**src/rtl/score_display_sequencer.sv**
```systemverilog
// Converts a 13-bit binary score to four registered BCD digits by repeated division through a
// shared external divide-by-10 unit, with optional leading-zero blanking flags.
module score_display_sequencer #(
   parameter int unsigned BLANK_LEADING = 1
) (
   input  logic        clk,
   input  logic        rst_n,
   input  logic [12:0] Score,
   input  logic        Start,
   input  logic        Clear,
   output logic [12:0] DivIn,
   input  logic [12:0] DivQuot,
   input  logic [3:0]  DivRem,
   output logic [3:0]  Digit0,
   output logic [3:0]  Digit1,
   output logic [3:0]  Digit2,
   output logic [3:0]  Digit3,
   output logic [3:0]  Blank,
   output logic        Busy,
   output logic        Done
);

   typedef enum logic [1:0] {StIdle, StDiv, StCommit} state_e;

   localparam logic [3:0] BlankRst = (BLANK_LEADING != 0) ? 4'b1110 : 4'b0000;

   state_e           state_q, state_d;
   logic [12:0]      work_q, work_d;
   logic [1:0]       cnt_q, cnt_d;
   logic [3:0][3:0]  sh_q, sh_d;
   logic [3:0][3:0]  digit_q, digit_d;
   logic [3:0]       blank_q, blank_d;
   logic             done_q, done_d;
   logic [3:0]       blank_new;

   // Blank flags for the shadow digits about to be committed.
   always_comb begin
      blank_new    = 4'b0000;
      blank_new[3] = (sh_q[3] == 4'd0);
      blank_new[2] = blank_new[3] & (sh_q[2] == 4'd0);
      blank_new[1] = blank_new[2] & (sh_q[1] == 4'd0);
      if (BLANK_LEADING == 0) begin
         blank_new = 4'b0000;
      end
   end

   always_comb begin
      state_d = state_q;
      work_d  = work_q;
      cnt_d   = cnt_q;
      sh_d    = sh_q;
      digit_d = digit_q;
      blank_d = blank_q;
      done_d  = 1'b0;
      if (Clear) begin
         state_d = StIdle;
         work_d  = '0;
         cnt_d   = '0;
         sh_d    = '0;
         digit_d = '0;
         blank_d = BlankRst;
      end else begin
         unique case (state_q)
            StIdle: begin
               if (Start) begin
                  work_d  = Score;
                  cnt_d   = '0;
                  state_d = StDiv;
               end
            end
            StDiv: begin
               sh_d[cnt_q] = DivRem;
               work_d      = DivQuot;
               cnt_d       = cnt_q + 2'd1;
               if (cnt_q == 2'd3) begin
                  state_d = StCommit;
               end
            end
            StCommit: begin
               digit_d = sh_q;
               blank_d = blank_new;
               done_d  = 1'b1;
               state_d = StIdle;
            end
            default: state_d = StIdle;
         endcase
      end
   end

   always_ff @(posedge clk or negedge rst_n) begin
      if (!rst_n) begin
         state_q <= StIdle;
         work_q  <= '0;
         cnt_q   <= '0;
         sh_q    <= '0;
         digit_q <= '0;
         blank_q <= BlankRst;
         done_q  <= 1'b0;
      end else begin
         state_q <= state_d;
         work_q  <= work_d;
         cnt_q   <= cnt_d;
         sh_q    <= sh_d;
         digit_q <= digit_d;
         blank_q <= blank_d;
         done_q  <= done_d;
      end
   end

   assign DivIn  = work_q;
   assign Digit0 = digit_q[0];
   assign Digit1 = digit_q[1];
   assign Digit2 = digit_q[2];
   assign Digit3 = digit_q[3];
   assign Blank  = blank_q;
   assign Busy   = (state_q != StIdle);
   assign Done   = done_q;

endmodule

```
**config.mk**
```make
export PLATFORM = sky130hd
export DESIGN_NAME = score_display_sequencer
export DESIGN_NICKNAME = d
export VERILOG_FILES = /design/src/rtl/score_display_sequencer.sv
export SDC_FILE = /design/constraint.sdc
export NUM_CORES = 1
export LEC_CHECK = 0
export CAP_MARGIN = 15
export CORE_UTILIZATION = 25
export CTS_CLUSTER_DIAMETER = 100
export DETAILED_ROUTE_END_ITERATION = 6
export GPL_ROUTABILITY_DRIVEN = 0
export PLACE_DENSITY = 0.44
export REMOVE_ABC_BUFFERS = 1
export SLEW_MARGIN = 0
export SYNTH_ARGS = -nofsm -noshare
export SYNTH_HDL_FRONTEND = slang
export SYNTH_SLANG_ARGS = --single-unit
```
**constraint.sdc**
```tcl
create_clock -name clk -period 1.35 [get_ports clk]
set_clock_uncertainty 0.05 [all_clocks]
set_input_delay 0.135 -clock clk [delete_from_list [all_inputs] [get_ports clk]]
set_output_delay 0.135 -clock clk [all_outputs]
set_load 0.02 [all_outputs]
```
==> results.py, run 1 <==
metrics = {
    "critical_path": {
        "critPathKind": "flip-flop to flip-flop",
        "crit_arrival_ns": 1.50,
        "rr_endpoint": "DivIn[6]$_DFFE_PN0P_",
        "rr_worst_depth": 5,
        "worstSetupEndpointType": "flip-flop",
        "path_max_fanout": 13,
        "r2r_start": "state_q[1]$_DFFE_PN0P_",
        "critical_path.endpoint": "DivIn[6]$_DFFE_PN0P_",
        "crit_path_start": "state_q[1]$_DFFE_PN0P_",
        "worst_ep_required_time_ns": 1.49,
        "regToRegSetupSlack_ns": -0.01,
        "worstSetupStartpointType": "flip-flop",
        "worst_path_max_delay_cell": "dfrtp_1",
        "crit_chain": "buf_6, o21bai_4, nor2b_4, buf_12, a22o_1",
        "critPathMaxStageDelay_ns": 0.39,
    },
    "synth": {
        "yosysUniqueCellTypes": 29,
        "ys_top_cells_by_count": "nand2_1 (62), dfrtp_1 (50), nor2_1 (20), a21oi_1 (19), mux2i_1 (17)",
        "synth_enable_flop_cells": 0,
        "synthesis.area_um2": 2431,
        "synth_flop_cell": "dfrtp_1",
        "ys_warn_count": 0,
        "yosysMostFrequentCell": "nand2_1",
        "seq_area_frac_synth": 0.5471,
        "synth_cells": 243,
        "synth_top_area_share": 0.5147,
        "syn_avg_cell_area_um2": 10.00,
        "async_flop_share": 1.000,
        "ys_ff_latch": 53,
        "yosysTopAreaCell": "dfrtp_1",
        "synth_area_leaders": "dfrtp_1 (51%), nand2_1 (9.6%), mux2i_1 (7.0%), a22o_1 (4.7%), a21oi_1 (3.9%)",
    },
    "sta": {
        "whs_ns": 0.3027,
        "setup-tns-final_ns": -0.02144,
        "fmaxAchievable_mhz": 735.0,
        "fin_crit_sh": 1.008,
        "fin_crit_ns": 1.361,
        "rsz0062_at_grt": "yes",
        "hold_violations": 0,
        "final_max_slew_viol_count": 0,
        "setup_viol": 5,
        "worst_slack_ns": -0.01052,
    },
    "placed_design": {
        "place_inst": 436,
        "place_hpwl_um": 4144,
        "place_ws_ns": -0.2082,
        "port_buffers": 67,
        "place_area_um2": 3322,
    },
    "floorplan": {
        "initial_core_util": 0.2606,
        "coreArea_um2": 9328,
        "die_y_um": 100.6,
        "rows": 35,
        "num_io_pins": 69,
        "dieArea_um2": 10120,
        "dieWidth_um": 100.6,
    },
    "pwr": {
        "power_frac_clock": 0.300,
        "ir_drop_mv": 0.4113,
        "internal-power_mw": 2.229,
        "p_comb_frac": 0.154,
        "p_seq_frac": 0.546,
        "p_switching_uw": 810.2,
        "swShare": 0.2666,
        "power_density_nw_per_um2": 880.0,
        "power.leakage_nw": 1.735,
        "fin_total_pwr_mw": 3.039,
    },
    "clock_network": {
        "root_buffer": "clkbuf_8",
        "clk-insertion-delay-late_ns": 0.31,
        "clk_pin_slew_ns": 0.10,
        "cts_sinks": 53,
        "htreeDepth": 2,
        "clock_path_buffers": 2,
        "cts_buffers": 5,
        "cts_tree": "built",
    },
    "cells_and_area": {
        "area_delta_synth_final_pct": 42.05,
        "drive_gt1_frac": 0.1384,
        "insertedDiodeCount": 0,
        "nets": 355,
        "instances_no_fill": 447,
        "postLayoutCellArea_um2": 3453,
        "final_core_util": 0.3702,
    },
    "status": {
        "status": "finished with violations",
        "violations": "negative setup slack",
    },
    "global_route": {
        "grt.total_usage": 0.1315,
        "grt_pass1_vias": 1994,
        "grt_pass1_wl_um": 10410,
        "antenna_found_initial": 0,
        "grt_overflow_total": 0,
        "grt_max_degree": 54,
    },
    "routing": {
        "first_pass_iters": 4,
        "wirelength_um": 6332,
        "drc_errors": 0,
        "via_per_inst": 4.338,
        "routedWlPerCell_um": 14.17,
        "drt-initial-drc-count": 76,
        "vias": 1939,
        "ant_nets": 0,
    },
    "hold_path": {
        "worstHoldPathType": "primary input to async pin",
    },
    "run": {
        "cap_violations": 0,
    },
}
==> how the worst min path moves through the flow <==
stage	startpoint	endpoint	slack [ns]
finish	rst_n	DivIn[10]$_DFFE_PN0P_	0.30
global route	rst_n	DivIn[2]$_DFFE_PN0P_	0.34
CTS	rst_n	sh_q[6]$_DFFE_PN0P_	0.30
detailed placement	rst_n	DivIn[6]$_DFFE_PN0P_	0.12
global placement	rst_n	DivIn[5]$_DFFE_PN0P_	0.11
floorplan	rst_n	Digit0[0]$_DFFE_PN0P_	-0.21
==> repair_timing <==
| item | 4_1_cts | 5_1_grt |
|---|---|---|
| endpoints found under the hold margin | 50 | 0 |
| gates cloned | 0 | 2 |
| pin swaps | 9 | 2 |
| resized for setup | 44 | 13 |
| setup endpoints to repair | 51 | 39 |
| setup buffers | 1 | 2 |
| hold buffers | 1 | 0 |
==> area by class of cell <==
| cell class | count | area [um2] |
|---|---|---|
| clock buffer | 6 | 72.57 |
| clock inverter | 2 | 15.01 |
| sequential | 53 | 1330 |
| fill | 976 | 5874 |
| tap | 129 | 161.4 |
| inverter | 4 | 15.01 |
| multi-input combinational | 168 | 1010 |
| timing repair buffer | 85 | 849.6 |
==> power groups by stage <==
stage	logic (mW)	clock network, mW	registers (mW)
CTS	0.473	0.958	1.66
global placement	0.485	0	1.69
finish	0.469	0.910	1.66
floorplan	0.124	0	1.74
global route	0.517	1.01	1.67
detailed placement	0.488	0	1.69
==> metal layers <==
| layer | wire [um] | track usage |
|---|---|---|
| met5 | 0 | 0 |
| met2 | 3027 | 0.2102 |
| met4 | 53 | 0.03679 |
| met1 | 3123 | 0.1854 |
| met3 | 127 | 0.01942 |
==> cell families (layout without fill, tap and decap cells) <==
family | after synthesis | in the layout | share of synthesized area
AOI/OAI and AO/OA | 49 | 49 | 0.1282
buffers and inverters | 22 | 97 | 0.05198
other | 1 | 1 | 0.001543
muxes | 17 | 17 | 0.06999
adders and majority gates | 4 | 4 | 0.02059
and+or+nand+nor | 97 | 97 | 0.1807
DFF | 53 | 53 | 0.5471
==> critical path: cells and delay by family, from the launching register on <==
kind | cells | cell delay (ns)
compound gates | 2 | 0.37
simple gates | 1 | 0.13
buf+inv | 2 | 0.29
flops | 1 | 0.39
==> flip-flops by register name, summed over array words and instances (netlist names) <==
register / flops
Digit1: 4
DivIn: 13
state_q: 2
Blank: 3
Digit0: 4
Digit2: 4
Digit3: 4
cnt_q: 2
sh_q: 16
Done: 1
==> placed cells by master (no fill, tap or decap), types with 2 or more instances in the layout <==
cell type         n
dfstp_2           3
clkdlybuf4s50_1  32
nand2_1          62
clkbuf_8          5
dfrtp_1          50
nor2b_4           2
nand3b_4          2
buf_12            5
inv_1             4
o21ai_0          14
nand3b_2          2
a22o_1           13
clkbuf_2          2
clkinvlp_4        2
buf_4             7
ha_1              3
buf_6             4
nor4_1            3
a21oi_1          18
mux2i_1          17
dlygate4sd2_1    30
nor2_1           20
Power figures use the tool's default switching activity.
==> run 2, diff against run 1 <==
SLEW_MARGIN = 5   (was 0)
==> results of run 2 <==
Same layout as run 1: the final DEF is identical, and so are final timing and power.
